**src/rtl/if_id_stage.sv**
```systemverilog
// if_id_stage: IF/ID pipeline register with valid/ready handshakes on both
// sides. A main register drives the outputs. A skid register absorbs one
// extra fetch while decode is stalled. This keeps in_ready a pure flop output,
// with no combinational path from out_ready.
// rd/rs1/rs2 and the immediate are decoded when an entry is captured, so
// stored entries already hold their final field values.
// WordSize (PC and immediate width) must be at least 32.
// Optional feature: define IFID_PERF_EN to add the stall_cnt output, a 32-bit
// wrapping count of cycles with out_valid & !out_ready.

module if_id_stage #(
  parameter int WordSize = 32
) (
  input  logic                clk,
  input  logic                rstn,
  input  logic                flush,
  input  logic                in_valid,
  output logic                in_ready,
  input  logic [31:0]         ins,
  input  logic [WordSize-1:0] pc_in,
  input  logic [2:0]          immode,
  output logic                out_valid,
  input  logic                out_ready,
  output logic [4:0]          rdn,
  output logic [4:0]          rs1n,
  output logic [4:0]          rs2n,
  output logic [WordSize-1:0] imm,
  output logic [WordSize-1:0] pc
`ifdef IFID_PERF_EN
  ,
  output logic [31:0]         stall_cnt
`endif
);

  typedef enum logic [2:0] {
    IMM_NONE = 3'd0,
    IMM_I    = 3'd1,
    IMM_S    = 3'd2,
    IMM_B    = 3'd3,
    IMM_U    = 3'd4,
    IMM_J    = 3'd5,
    IMM_SH   = 3'd6,
    IMM_Z    = 3'd7
  } imm_mode_e;

  typedef struct packed {
    logic [4:0]          rd;
    logic [4:0]          rs1;
    logic [4:0]          rs2;
    logic [WordSize-1:0] imm;
    logic [WordSize-1:0] pc;
  } entry_t;

  // Immediate decode. A size cast of a signed temporary sign-extends it.
  // A size cast of an unsigned slice zero-extends it.
  function automatic logic [WordSize-1:0] decode_imm(input logic [31:0] i,
                                                     input logic [2:0]  mode);
    logic signed [11:0]  imm12;
    logic signed [12:0]  imm13;
    logic signed [20:0]  imm21;
    logic signed [31:0]  imm32;
    logic [WordSize-1:0] res;
    imm12 = '0;
    imm13 = '0;
    imm21 = '0;
    imm32 = '0;
    res   = '0;
    case (imm_mode_e'(mode))
      IMM_I: begin
        imm12 = i[31:20];
        res   = WordSize'(imm12);
      end
      IMM_S: begin
        imm12 = {i[31:25], i[11:7]};
        res   = WordSize'(imm12);
      end
      IMM_B: begin
        imm13 = {i[31], i[7], i[30:25], i[11:8], 1'b0};
        res   = WordSize'(imm13);
      end
      IMM_U: begin
        imm32 = {i[31:12], 12'b0};
        res   = WordSize'(imm32);
      end
      IMM_J: begin
        imm21 = {i[31], i[19:12], i[20], i[30:21], 1'b0};
        res   = WordSize'(imm21);
      end
      IMM_SH:  res = WordSize'(i[24:20]);
      IMM_Z:   res = WordSize'(i[19:15]);
      default: res = '0;
    endcase
    return res;
  endfunction

  entry_t main_q, main_d;
  entry_t skid_q, skid_d;
  entry_t in_entry;
  logic   main_valid_q, main_valid_d;
  logic   skid_valid_q, skid_valid_d;
  logic   in_ready_q, in_ready_d;
  logic   in_fire;
  logic   out_fire;
  logic   main_free;
  logic   unused_opcode;

  // The opcode bits ins[6:0] are decoded by the next stage, not here.
  assign unused_opcode = ^ins[6:0];

  assign in_fire   = in_valid & in_ready_q;
  assign out_fire  = main_valid_q & out_ready;
  assign main_free = ~main_valid_q | out_fire;

  // Decode the incoming fetch, so it is ready to store in either register.
  always_comb begin
    in_entry.rd  = ins[11:7];
    in_entry.rs1 = ins[19:15];
    in_entry.rs2 = ins[24:20];
    in_entry.imm = decode_imm(ins, immode);
    in_entry.pc  = pc_in;
  end

  // Next state of the main and skid registers. Flush has top priority, then
  // a refill of main (from skid first, to keep order), then parking in skid.
  always_comb begin
    // NOTE: every signal driven here gets a default first. Any path that
    // left one unassigned would infer a latch.
    main_d       = main_q;
    skid_d       = skid_q;
    main_valid_d = main_valid_q;
    skid_valid_d = skid_valid_q;
    if (flush) begin
      // A flush clears only the valid bits. The data fields keep their old values.
      main_valid_d = 1'b0;
      skid_valid_d = 1'b0;
    end else if (main_free) begin
      if (skid_valid_q) begin
        main_d       = skid_q;
        main_valid_d = 1'b1;
        skid_valid_d = in_fire;
        if (in_fire) begin
          skid_d = in_entry;
        end
      end else if (in_fire) begin
        main_d       = in_entry;
        main_valid_d = 1'b1;
      end else begin
        main_valid_d = 1'b0;
      end
    end else if (in_fire) begin
      skid_d       = in_entry;
      skid_valid_d = 1'b1;
    end
    in_ready_d = ~skid_valid_d;
  end

  // Pipeline state registers.
  always_ff @(posedge clk or negedge rstn) begin
    if (!rstn) begin
      // NOTE: the entry storage is reset as well. The outputs must read zero
      // after reset, and no stale field may survive a mid-operation reset.
      main_q       <= '0;
      skid_q       <= '0;
      main_valid_q <= 1'b0;
      skid_valid_q <= 1'b0;
      in_ready_q   <= 1'b1;
    end else begin
      // NOTE: non-blocking assignments, so every flop samples pre-edge values.
      main_q       <= main_d;
      skid_q       <= skid_d;
      main_valid_q <= main_valid_d;
      skid_valid_q <= skid_valid_d;
      in_ready_q   <= in_ready_d;
    end
  end

  assign in_ready  = in_ready_q;
  assign out_valid = main_valid_q;
  assign rdn       = main_q.rd;
  assign rs1n      = main_q.rs1;
  assign rs2n      = main_q.rs2;
  assign imm       = main_q.imm;
  assign pc        = main_q.pc;

`ifdef IFID_PERF_EN
  logic [31:0] stall_cnt_q, stall_cnt_d;

  // Count cycles where an entry is presented but not taken. The count wraps.
  always_comb begin
    stall_cnt_d = stall_cnt_q;
    if (main_valid_q && !out_ready) begin
      stall_cnt_d = stall_cnt_q + 32'd1;
    end
  end

  // Stall counter register. Only reset clears it; flush does not.
  always_ff @(posedge clk or negedge rstn) begin
    if (!rstn) begin
      stall_cnt_q <= '0;
    end else begin
      stall_cnt_q <= stall_cnt_d;
    end
  end

  assign stall_cnt = stall_cnt_q;
`endif

endmodule
```
**config.mk**
```make
export PLATFORM = sky130hd
export DESIGN_NAME = if_id_stage
export DESIGN_NICKNAME = d
export VERILOG_FILES = /design/src/rtl/if_id_stage.sv
export SDC_FILE = /design/constraint.sdc
export NUM_CORES = 1
export LEC_CHECK = 0
export CORE_MARGIN = 3
export CORE_UTILIZATION = 54
export DETAILED_ROUTE_END_ITERATION = 10
export PLACE_DENSITY = 0.83
export SETUP_SLACK_MARGIN = 0.05
export SYNTH_ARGS = -nofsm -noshare
export SYNTH_HDL_FRONTEND = slang
export SYNTH_SLANG_ARGS = --single-unit
```
**constraint.sdc**
```tcl
create_clock -name clk -period 5.2 [get_ports clk]
set_input_delay 0.52 -clock clk [delete_from_list [all_inputs] [get_ports clk]]
set_output_delay 0.52 -clock clk [all_outputs]
set_load 0.05 [all_outputs]
```
==> run summary, run 1 <==
ANT cells -> 0
Post-Synthesis Cells -> 608
Measured slew at the worst slew-check pin -> 1.136 ns
Port Buffer Count -> 145
Ys Warns -> 0
Startpoint Class -> register
Gpl congestion -> 0.7936
Core area -> 14,040 µm²
Met3 WL -> 1617 µm
DIE AREA -> 16,030 µm²
Grt ovf -> 0
Vias in the first global route -> 6,050
Initial Util -> 0.5592
Largest net degree at the start of global routing -> 115
Via count -> 5,738
Mean post-synth cell area -> 12.92 µm²
Cell Area, Synth -> 7853 µm²
First-pass GRT wire length -> 32,270 µm
Reg clk slew, reported paths -> 0.06 ns
# hold bufs at CTS -> 0
Initial drt markers -> 599
Final period utilization -> 0.5444
Critical path class -> register to register
Max Cap Viol -> 0
Utilization after layout -> 0.7049
Share of cells above drive strength 1 -> 0.2892
Met1 WL -> 8042 µm
Proportion of synthesized chip area in sequential cells -> 0.5132
Clk sinks -> 161
Unrepaired setup endpoints after global routing -> no
Power density cells -> 429.9 nW/µm²
WL met2 -> 9874 µm
Post-route DRC -> 0
Max VDD drop -> 0.0003108 V
Highest metal used -> met4
CP Data Required Time -> 5.50 ns
Area Overhead vs Synth -> 26.05%
Total GRT Usage -> 0.2519
Routed wire length -> 19,890 µm
Die width -> 126.6 µm
Layout Skew -> 0.005125 ns
Fmax -> 0.3532 GHz
DP HPWL -> 12,350 µm
Setup repair bufs after CTS -> 0
Antenna viol nets, final -> 0
Die Ht -> 126.6 µm
Critical path capture point type -> register
Syn_nets -> 680
Std-Cell Rows -> 43
Final Hold Vio Count -> 0
Final Max Tran Viols -> 0
Relative slew slack -> 0.2410
Num CTS Buffers -> 17
Routed vias/inst -> 6.285
Worst skew pair latency -> 0.42 ns
Seq cells post-synth -> 161
Tightest Hold Check Type -> input port to async pin
Clock Tree Buf Depth -> 2
Final TNS setup -> 0 ns
Leak -> 4.042 nW
Boundary Pins -> 153
Fin nets -> 793
Synth cell types -> 42
1st-pass router iterations -> 5
Crit Path Max Fanout -> 35
Htree depth -> 4
Final worst path period need -> 2.831 ns
Post-CTS Resized -> 0
Outcome -> completed
Root Driver -> clkbuf_16
Initial antenna violation count -> 0
CTS tree -> built
Routed WL per cell -> 21.78 µm
Setup violators final -> 0
Arrival time at the worst endpoint -> 3.14 ns
-- cell usage after synthesis, drive strengths merged --
cell	count	share of area
a211o	4	0.0045
maj3	1	0.0013
nor4bb	3	0.0038
a31oi	1	0.00080
a2bb2oi	7	0.0078
o2111a	10	0.014
or2	1	0.00080
a221oi	8	0.0089
o2111ai	1	0.0011
o21ai	6	0.0038
a22o	9	0.010
buf	32	0.024
and3	1	0.00080
inv	10	0.0048
nand3b	13	0.012
and4b	1	0.0013
nand2b	2	0.0016
and3b	8	0.0089
and2	2	0.0016
a211oi	3	0.0045
and2b	1	0.00096
nand4	1	0.00080
dfrtp	160	0.51
dfstp	1	0.0033
nor2	24	0.011
o211ai	17	0.016
mux2i	8	0.010
nand2	2	0.00096
a2111oi	14	0.016
mux2	171	0.25
nor2b	5	0.0040
a21oi	1	0.0011
nor3	1	0.0021
or3	2	0.0016
clkbuf	29	0.014
o31ai	48	0.046
-- state kept, by name (all words and copies together), names as in the netlist --
register / count
imm: 32
skid_q: 79
rdn: 5
skid_valid_q: 1
rs1n: 5
pc: 32
rs2n: 5
in_ready: 1
out_valid: 1
-- final cells by class --
class                           instances  area (µm²)
Timing Repair Buffer                  155        1540
Tap cell                              180       225.2
Clock inverter                         10       111.4
Fill cell                            1017        4144
Inverter                               10       37.54
Multi-Input combinational cell        376        3492
Clock buffer                           21       460.4
Sequential cell                       161        4031
-- worst max-delay path: stages (launching register included) --
cell and delay, ns:
dfrtp_2 0.78, a21oi_2 0.05, buf_4 0.29, nor3_4 0.85, buf_12 0.32, mux2_2 0.39
-- power breakdown --
part	internal, mW	total (mW)	switching (mW)
registers	1.56	1.74	0.174
logic	0.540	1.30	0.761
clock network	0.726	1.22	0.493
total	2.83	4.26	1.43
-- cell families (layout without fill, tap and decap cells) --
| family | after synthesis | count (layout) | synth area share |
|---|---|---|---|
| AOI/OAI and AO/OA | 129 | 129 | 0.1346 |
| muxes | 179 | 179 | 0.2554 |
| buffers and inverters | 71 | 196 | 0.04238 |
| and+or+nand+nor | 67 | 67 | 0.05306 |
| adders and majority gates | 1 | 1 | 0.001275 |
| DFF | 161 | 161 | 0.5132 |
-- through the flow --
| stage | power [mW] | worst slack [ns] | hold WS [ns] | area (µm²) | std cells |
|---|---|---|---|---|---|
| floorplan | 2.569 | 3.241 | 0.2244 | 7853 | 608 |
| global placement | 2.984 | 2.187 | 0.4637 | 9326 | 882 |
| detailed placement | 3.049 | 2.071 | 0.4804 | 9326 | 882 |
| CTS | 4.279 | 2.341 | 0.3009 | 9898 | 913 |
| global route | 4.432 | 2.214 | 0.3320 | 9898 | 913 |
| finish | 4.255 | 2.369 | 0.2481 | 9898 | 913 |
-- cells in the final DEF, fill, tap and decap left out, types with 9 or more instances in the layout --
cell,netlist,layout
buf_4,2,9
nand3b_1,13,13
dfrtp_1,160,159
mux2_2,165,165
clkdlybuf4s50_1,0,144
clkbuf_16,0,17
a2111oi_0,14,14
o2111a_1,10,10
o211ai_1,17,17
a22o_1,9,9
o31ai_1,48,48
nor2_1,24,24
inv_1,9,9
-- routing by layer --
metal	GRT usage	up-vias
li1	-	2516
met1	0.3212	2934
met2	0.4172	256
met3	0.07579	32
met4	0.07634	0
met5	0	-
-- final timing paths --
path | endpoint | slack [ns] | start | cells past startpoint
worst max-delay path | pc[15] | 2.37 | skid_valid_q | 5
worst min-delay path | skid_q[41] | 0.25 | rstn | 1
worst max register to register | pc[15] | 2.37 | skid_valid_q | 5
worst min register to register | skid_q[30] | 0.48 | skid_q[30] | 1
max in group asynchronous | skid_q[2] | 3.79 | rstn | 2
min in group clk | skid_q[30] | 0.48 | skid_q[30] | 1
Note: power is estimated with default switching activity, not from simulation.
==> inputs of run 2 (changes only) <==
--- a/config.mk
+++ b/config.mk
@@ -6,9 +6,9 @@
 export NUM_CORES = 1
 export LEC_CHECK = 0
 export CORE_MARGIN = 3
-export CORE_UTILIZATION = 54
+export CORE_UTILIZATION = 47
 export DETAILED_ROUTE_END_ITERATION = 10
-export PLACE_DENSITY = 0.83
+export PLACE_DENSITY = 0.76
 export SETUP_SLACK_MARGIN = 0.05
 export SYNTH_ARGS = -nofsm -noshare
 export SYNTH_HDL_FRONTEND = slang
==> constraint.sdc (replaced) <==
create_clock -name clk -period 2.5 [get_ports clk]
set_input_delay 0.25 -clock clk [delete_from_list [all_inputs] [get_ports clk]]
set_output_delay 0.25 -clock clk [all_outputs]
set_load 0.05 [all_outputs]
==> run 2 against run 1 <==
  * Global-route usage decreased by 3.4 points
  * Clock power is 120% higher
  * Final area up 2.7%
  * Flip-flop and latch count stayed put
  * Die area rose by 14%
  * Clock skew increased by 0.0014 ns
  * Critical endpoint is now in_ready
  * Highest routed layer unchanged
==> run summary, run 2 (synthesis results as in run 1) <==
Final Hold Vio Count -> 0 (unchanged)
Routed vias/inst -> 5.948 (-5.4%)
# hold bufs at CTS -> 1 (+1)
Max VDD drop -> 0.0005709 V (+84%)
Final TNS setup -> 0 ns (unchanged)
Area Overhead vs Synth -> 29.40%
Slowest stage delay, CP -> 0.83 ns (-0.02 ns)
Core area -> 16,120 µm² (+15%)
Clock Tree Buf Depth -> 2 (unchanged)
Total GRT Usage -> 0.2183 (-0.03369)
Grt ovf -> 0 (unchanged)
Slowest stage cell on the critical path -> clkdlybuf4s50_1
Storage cell area -> 4031 µm² (unchanged)
Top delay family on crit path -> buffers and inverters
Via count -> 5,752 (+0.24%)
Most flops, register -> skid_q
Port Buffer Count -> 145 (unchanged)
Max Cap Viol -> 0 (unchanged)
ANT cells -> 0 (unchanged)
Met1 WL -> 8114 µm (+0.90%)
Die width -> 135.3 µm (+6.8%)
Routed wire length -> 19,360 µm (-2.6%)
CP Data Required Time -> 2.25 ns (-3.25 ns)
Relative slew slack -> 0.2939 (+0.05286)
Power density cells -> 884.5 nW/µm² (+110%)
Unrepaired setup endpoints after global routing -> no
Critical path class -> register to output pin
Post-route DRC -> 0 (unchanged)
Largest net degree at the start of global routing -> 59 (-49%)
Initial antenna violation count -> 0 (unchanged)
Setup violators final -> 0 (unchanged)
Final Max Tran Viols -> 0 (unchanged)
Largest register FFs -> 79 (unchanged)
Clk sinks -> 161 (unchanged)
WL met2 -> 9218 µm (-6.6%)
CP Buf/Inv Count -> 1 (-1)
Setup repair bufs after CTS -> 0 (unchanged)
Boundary Pins -> 153 (unchanged)
Initial drt markers -> 444 (-26%)
1st-pass router iterations -> 5 (unchanged)
Layout Skew -> 0.006554 ns (+0.001429 ns)
Final period utilization -> 0.8253
Measured slew at the worst slew-check pin -> 1.057 ns (-0.07912 ns)
DP HPWL -> 12,690 µm (+2.7%)
Share of cells above drive strength 1 -> 0.3023 (+0.01304)
Worst skew pair latency -> 0.42 ns (about the same)
Fin area -> 10,160 µm² (+2.7%)
Die Ht -> 135.3 µm (+6.8%)
Reg clk slew, reported paths -> 0.06 ns (about the same)
Antenna viol nets, final -> 0 (unchanged)
Final setup margin -> 0.4367 ns (-1.932 ns)
Commonest non-fill, non-tap cell in the layout -> mux2_2
Gpl congestion -> 0.8241 (+3.8%)
Place WS -> 0.3062 ns (-1.765 ns)
Fmax -> 0.4847 GHz
Fin nets -> 812 (+2.4%)
Most frequent cells in the layout -> mux2_2 (165), dfrtp_1 (159), clkdlybuf4s50_1 (144), o31ai_1 (48)
Tightest Hold Check Type -> input port to async pin
Initial Util -> 0.4873 (-0.07194)
First-pass GRT wire length -> 31,820 µm (-1.4%)
Post-CTS Resized -> 0 (unchanged)
Critical path capture point type -> output pin
Outcome -> completed
Htree depth -> 4 (unchanged)
Final worst path period need -> 2.063 ns
Root Driver -> clkbuf_16
Startpoint Class -> register
Routed WL per cell -> 20.02 µm (-8.1%)
Arrival time at the worst endpoint -> 1.81 ns (-1.33 ns)
Fillers -> 1,223 (+20%)
Crit Path Max Fanout -> 4 (-89%)
CTS tree -> built
Std-Cell Rows -> 46 (+7.0%)
Met3 WL -> 1652 µm (+2.2%)
Crit-path cells -> clkdlybuf4s50_1
Leak -> 4.163 nW (+3.0%)
Highest metal used -> met4
Area occupied by multi-input gates -> 3492 µm² (unchanged)
DP Area -> 9544 µm² (+2.3%)
DIE AREA -> 18,290 µm² (+14%)
Num CTS Buffers -> 17 (unchanged)
Vias in the first global route -> 6,127 (+1.3%)
[run 2: cell count changes in the layout (fill, tap and decap cells not counted)]
cell / change
clkbuf_1: +2
dlygate4sd3_1: +1
buf_4: +15
bufinv_16: +1
clkinv_2: -4
clkinv_4: -1
buf_12: +3
clkinvlp_4: -2
clkbuf_8: +3
[run 2: cell type report]
| class | instances | area share |
|---|---|---|
| flip-flops and latches | 161 | 0.3967 |
| clock buffers | 26 | 0.05012 |
| clock inverters | 4 | 0.009605 |
| inverters | 10 | 0.003694 |
| repair buffers | 174 | 0.1696 |
| multi-input cells | 376 | 0.3437 |
| well taps | 216 | 0.02660 |
[run 2: stage by stage]
| step | instances | utilization | power (mW) | hold slack [ns] |
|---|---|---|---|---|
| 3_3_place_gp | 936 | 0.5922 | 6.251 | 0.2264 |
| 4_1_cts | 967 | 0.6305 | 9.066 | 0.3543 |
| 6_report | 967 | 0.6305 | 8.987 | 0.3343 |
| 3_5_place_dp | 936 | 0.5922 | 6.356 | 0.2320 |
| 2_1_floorplan | 608 | - | 5.344 | -0.04559 |
| 5_1_grt | 967 | 0.6305 | 9.396 | 0.3689 |
[run 2: worst paths after layout]
path                       depth (start not counted)       from         end  slack [ns]
max                                                1   in_ready    in_ready        0.44
min                                                2       rstn      imm[9]        0.33
max in group asynchronous                          3       rstn   skid_q[1]        1.46
min in group clk                                   2  pc_in[29]  skid_q[29]        0.47
min reg2reg                                        2    imm[29]     imm[29]        0.50
max reg2reg                                        4   in_ready  skid_q[66]        0.64
[run 2: layer usage]
metal / global-route usage / vias to the layer above
met5: 0 / -
met2: 0.3454 / 242
li1: - / 2562
met1: 0.2800 / 2918
met4: 0.07559 / 0
met3: 0.07727 / 30
[run 2: where the power goes]
part           internal (mW)  leakage, nW  switching (mW)  total (mW)
logic                   1.15         1.90            1.57        2.72
registers               3.25         1.97           0.345        3.59
clock network           1.70        0.293           0.982        2.68
==> inputs of run 3 (changes only) <==
==> constraint.sdc (replaced) <==
create_clock -name clk -period 1.8 [get_ports clk]
set_input_delay 0.18 -clock clk [delete_from_list [all_inputs] [get_ports clk]]
set_output_delay 0.18 -clock clk [all_outputs]
set_load 0.05 [all_outputs]
==> run 3 against run 2 <==
  * Clock skew increased by 0.0020 ns
  * Core utilization increased by 2.6 points
  * Cell count grew 2.8%
  * Hold slack got worse by 0.10 ns
  * Final area increased by 4.2%
  * Critical endpoint is now skid_q[23]
==> run summary, run 3 (synthesis results as in run 1) <==
Outcome -> completed
Root Driver -> clkbuf_16
DP Area -> 9767 µm² (+2.3%)
Std-Cell Rows -> 46 (unchanged)
Critical path class -> register to register
Power density cells -> 1203 nW/µm² (+36%)
Share of cells above drive strength 1 -> 0.3445 (+0.04221)
Place WS -> -0.3701 ns (-0.6762 ns)
Setup violators final -> 0 (unchanged)
Worst skew pair latency -> 0.42 ns (about the same)
Area occupied by multi-input gates -> 3641 µm² (+4.3%)
Clock power share -> 0.312 (+0.014)
Fin area -> 10,580 µm² (+4.2%)
Startpoint Class -> register
Slowest stage cell on the critical path -> dfstp_4
1st-pass router iterations -> 6 (+1)
Largest register FFs -> 79 (unchanged)
Post-route DRC -> 0 (unchanged)
Max Cap Viol -> 0 (unchanged)
Sw Pwr -> 4.196 mW (+45%)
Die width -> 135.3 µm (unchanged)
Commonest non-fill, non-tap cell in the layout -> dfrtp_1
Grt ovf -> 0 (unchanged)
Arrival time at the worst endpoint -> 2.07 ns (+0.26 ns)
Leak -> 4.615 nW (+11%)
Die Ht -> 135.3 µm (unchanged)
FF-to-FF End -> skid_q[23]
Routed vias/inst -> 5.904 (-0.74%)
Storage cell area -> 4036 µm² (+0.12%)
Slowest stage delay, CP -> 0.65 ns (-0.18 ns)
DIE AREA -> 18,290 µm² (unchanged)
CP Data Required Time -> 2.11 ns (-0.14 ns)
Routed wire length -> 20,800 µm (+7.4%)
Clock Tree Buf Depth -> 2 (unchanged)
Most flops, register -> skid_q
ANT cells -> 0 (unchanged)
Final setup margin -> 0.04132 ns (-0.3954 ns)
First-pass GRT wire length -> 33,130 µm (+4.1%)
Gpl congestion -> 0.8492 (+3.0%)
Largest net degree at the start of global routing -> 49 (-17%)
Initial antenna violation count -> 0 (unchanged)
Core area -> 16,120 µm² (unchanged)
Final Power -> 12.73 mW (+42%)
Reg clk slew, reported paths -> 0.07 ns (about the same)
Sw frac -> 0.3295 (+0.006999)
Most frequent cells in the layout -> dfrtp_1 (158), mux2_2 (132), dlygate4sd2_1 (76), clkdlybuf4s50_1 (63), o31ai_1 (48)
Crit-path cells -> nand2_4 > a211oi_4 > buf_6 > clkbuf_16 > mux2_2
Critical path capture point type -> register
Measured slew at the worst slew-check pin -> 0.8381 ns (-0.2189 ns)
Relative slew slack -> 0.4401 (+0.1463)
Layout Skew -> 0.008593 ns (+0.002039 ns)
Flop pwr share -> 0.393 (-0.007)
Utilization after layout -> 0.6568 (+0.02624)
Unrepaired setup endpoints after global routing -> yes
R2R depth -> 5 (+1)
Crit Path Max Fanout -> 16 (+12)
Antenna viol nets, final -> 0 (unchanged)
Fmax -> 0.5686 GHz
Boundary Pins -> 153 (unchanged)
# placed instances -> 957 (+2.2%)
Tightest Hold Check Type -> input port to async pin
Initial Util -> 0.4873 (unchanged)
Final Max Tran Viols -> 0 (unchanged)
Cell Int Power -> 8.536 mW (+40%)
Final Hold Vio Count -> 0 (unchanged)
Htree depth -> 4 (unchanged)
Final period utilization -> 0.9770
Fillers -> 1,197 (-2.1%)
Final worst path period need -> 1.759 ns
R2R Setup Slk -> 0.04 ns (-0.60 ns)
Non-filler instance count after layout -> 994 (+2.8%)
Port Buffer Count -> 145 (unchanged)
Num CTS Buffers -> 17 (unchanged)
Total GRT Usage -> 0.2293 (+0.01100)
Initial drt markers -> 554 (+25%)
Routed WL per cell -> 20.93 µm (+4.5%)
Fin nets -> 838 (+3.2%)
Clk sinks -> 161 (unchanged)
Max VDD drop -> 0.0008514 V (+49%)
Via count -> 5,869 (+2.0%)
DP HPWL -> 13,580 µm (+7.1%)
Worst r2r src -> in_ready
Area Overhead vs Synth -> 34.78%
CTS tree -> built
Vias in the first global route -> 6,217 (+1.5%)
Comb pwr share -> 0.295 (-0.007)
## run 3: changes by cell type in the layout (fill, tap and decap cells not counted), moves of 19 or more
cell and change:
mux2_4 +35, buf_4 +19, clkdlybuf4s50_1 -81, dlygate4sd2_1 +76, mux2_2 -33
## run 3: how the worst max path moves through the flow
| stage | start | endpoint | slack, ns | cells past startpoint |
|---|---|---|---|---|
| 2_1_floorplan | in_ready | skid_q[29] | -0.002 | 5 |
| 3_3_place_gp | ins[31] | imm[12] | -0.27 | 4 |
| 3_5_place_dp | ins[31] | imm[14] | -0.37 | 4 |
| 4_1_cts | in_ready | skid_q[12] | 0.02 | 5 |
| 5_1_grt | in_ready | skid_q[74] | 0.01 | 5 |
| 6_report | in_ready | skid_q[23] | 0.04 | 5 |
## run 3: timing repair
item,4_1_cts,5_1_grt
setup endpoints to repair,131,118
cloned,1,2
endpoints found under the hold margin,40,0
resized for setup,83,36
buffers inserted,1,1
pin swaps,0,0
hold buffers,1,0
## run 3: per-layer routing
layer,routed length [µm],global-route usage,vias up
met5,0,0,-
met4,222,0.05655,0
met3,1781,0.07541,19
met2,9994,0.3667,239
met1,8806,0.3043,3002
li1,-,-,2609
## run 3: through the flow
step	hold slack, ns	setup TNS, ns
4_1_cts	0.2301	0
2_1_floorplan	-0.1156	-0.03358
3_5_place_dp	0.1130	-20.54
3_3_place_gp	0.1088	-16.62
6_report	0.2299	0
5_1_grt	0.2584	0
## run 3: critical path, delay by kind of cell (launching register included)
kind / cells / cell delay [ns]
and+or+nand+nor: 1 / 0.06
AOI/OAI and AO/OA: 1 / 0.15
buffers and inverters: 2 / 0.42
muxes: 1 / 0.35
DFF: 1 / 0.65
## run 3: final cells by class
type | instances | area share
flip-flops and latches | 161 | 0.3814
clock buffers | 18 | 0.04149
repair buffers | 200 | 0.1843
clock inverters | 13 | 0.01974
well taps | 216 | 0.02553
inverters | 10 | 0.003547
multi-input cells | 376 | 0.3440
## run 3: power groups by stage
| stage | registers, mW | logic [mW] | clock network [mW] |
|---|---|---|---|
| after CTS | 4.98 | 3.63 | 4.04 |
| final | 5.00 | 3.75 | 3.97 |
| after global placement | 4.98 | 3.75 | 0 |
| after detailed placement | 5.05 | 3.83 | 0 |
| after global routing | 5.11 | 3.97 | 4.20 |
| after floorplan | 6.20 | 1.23 | 0 |
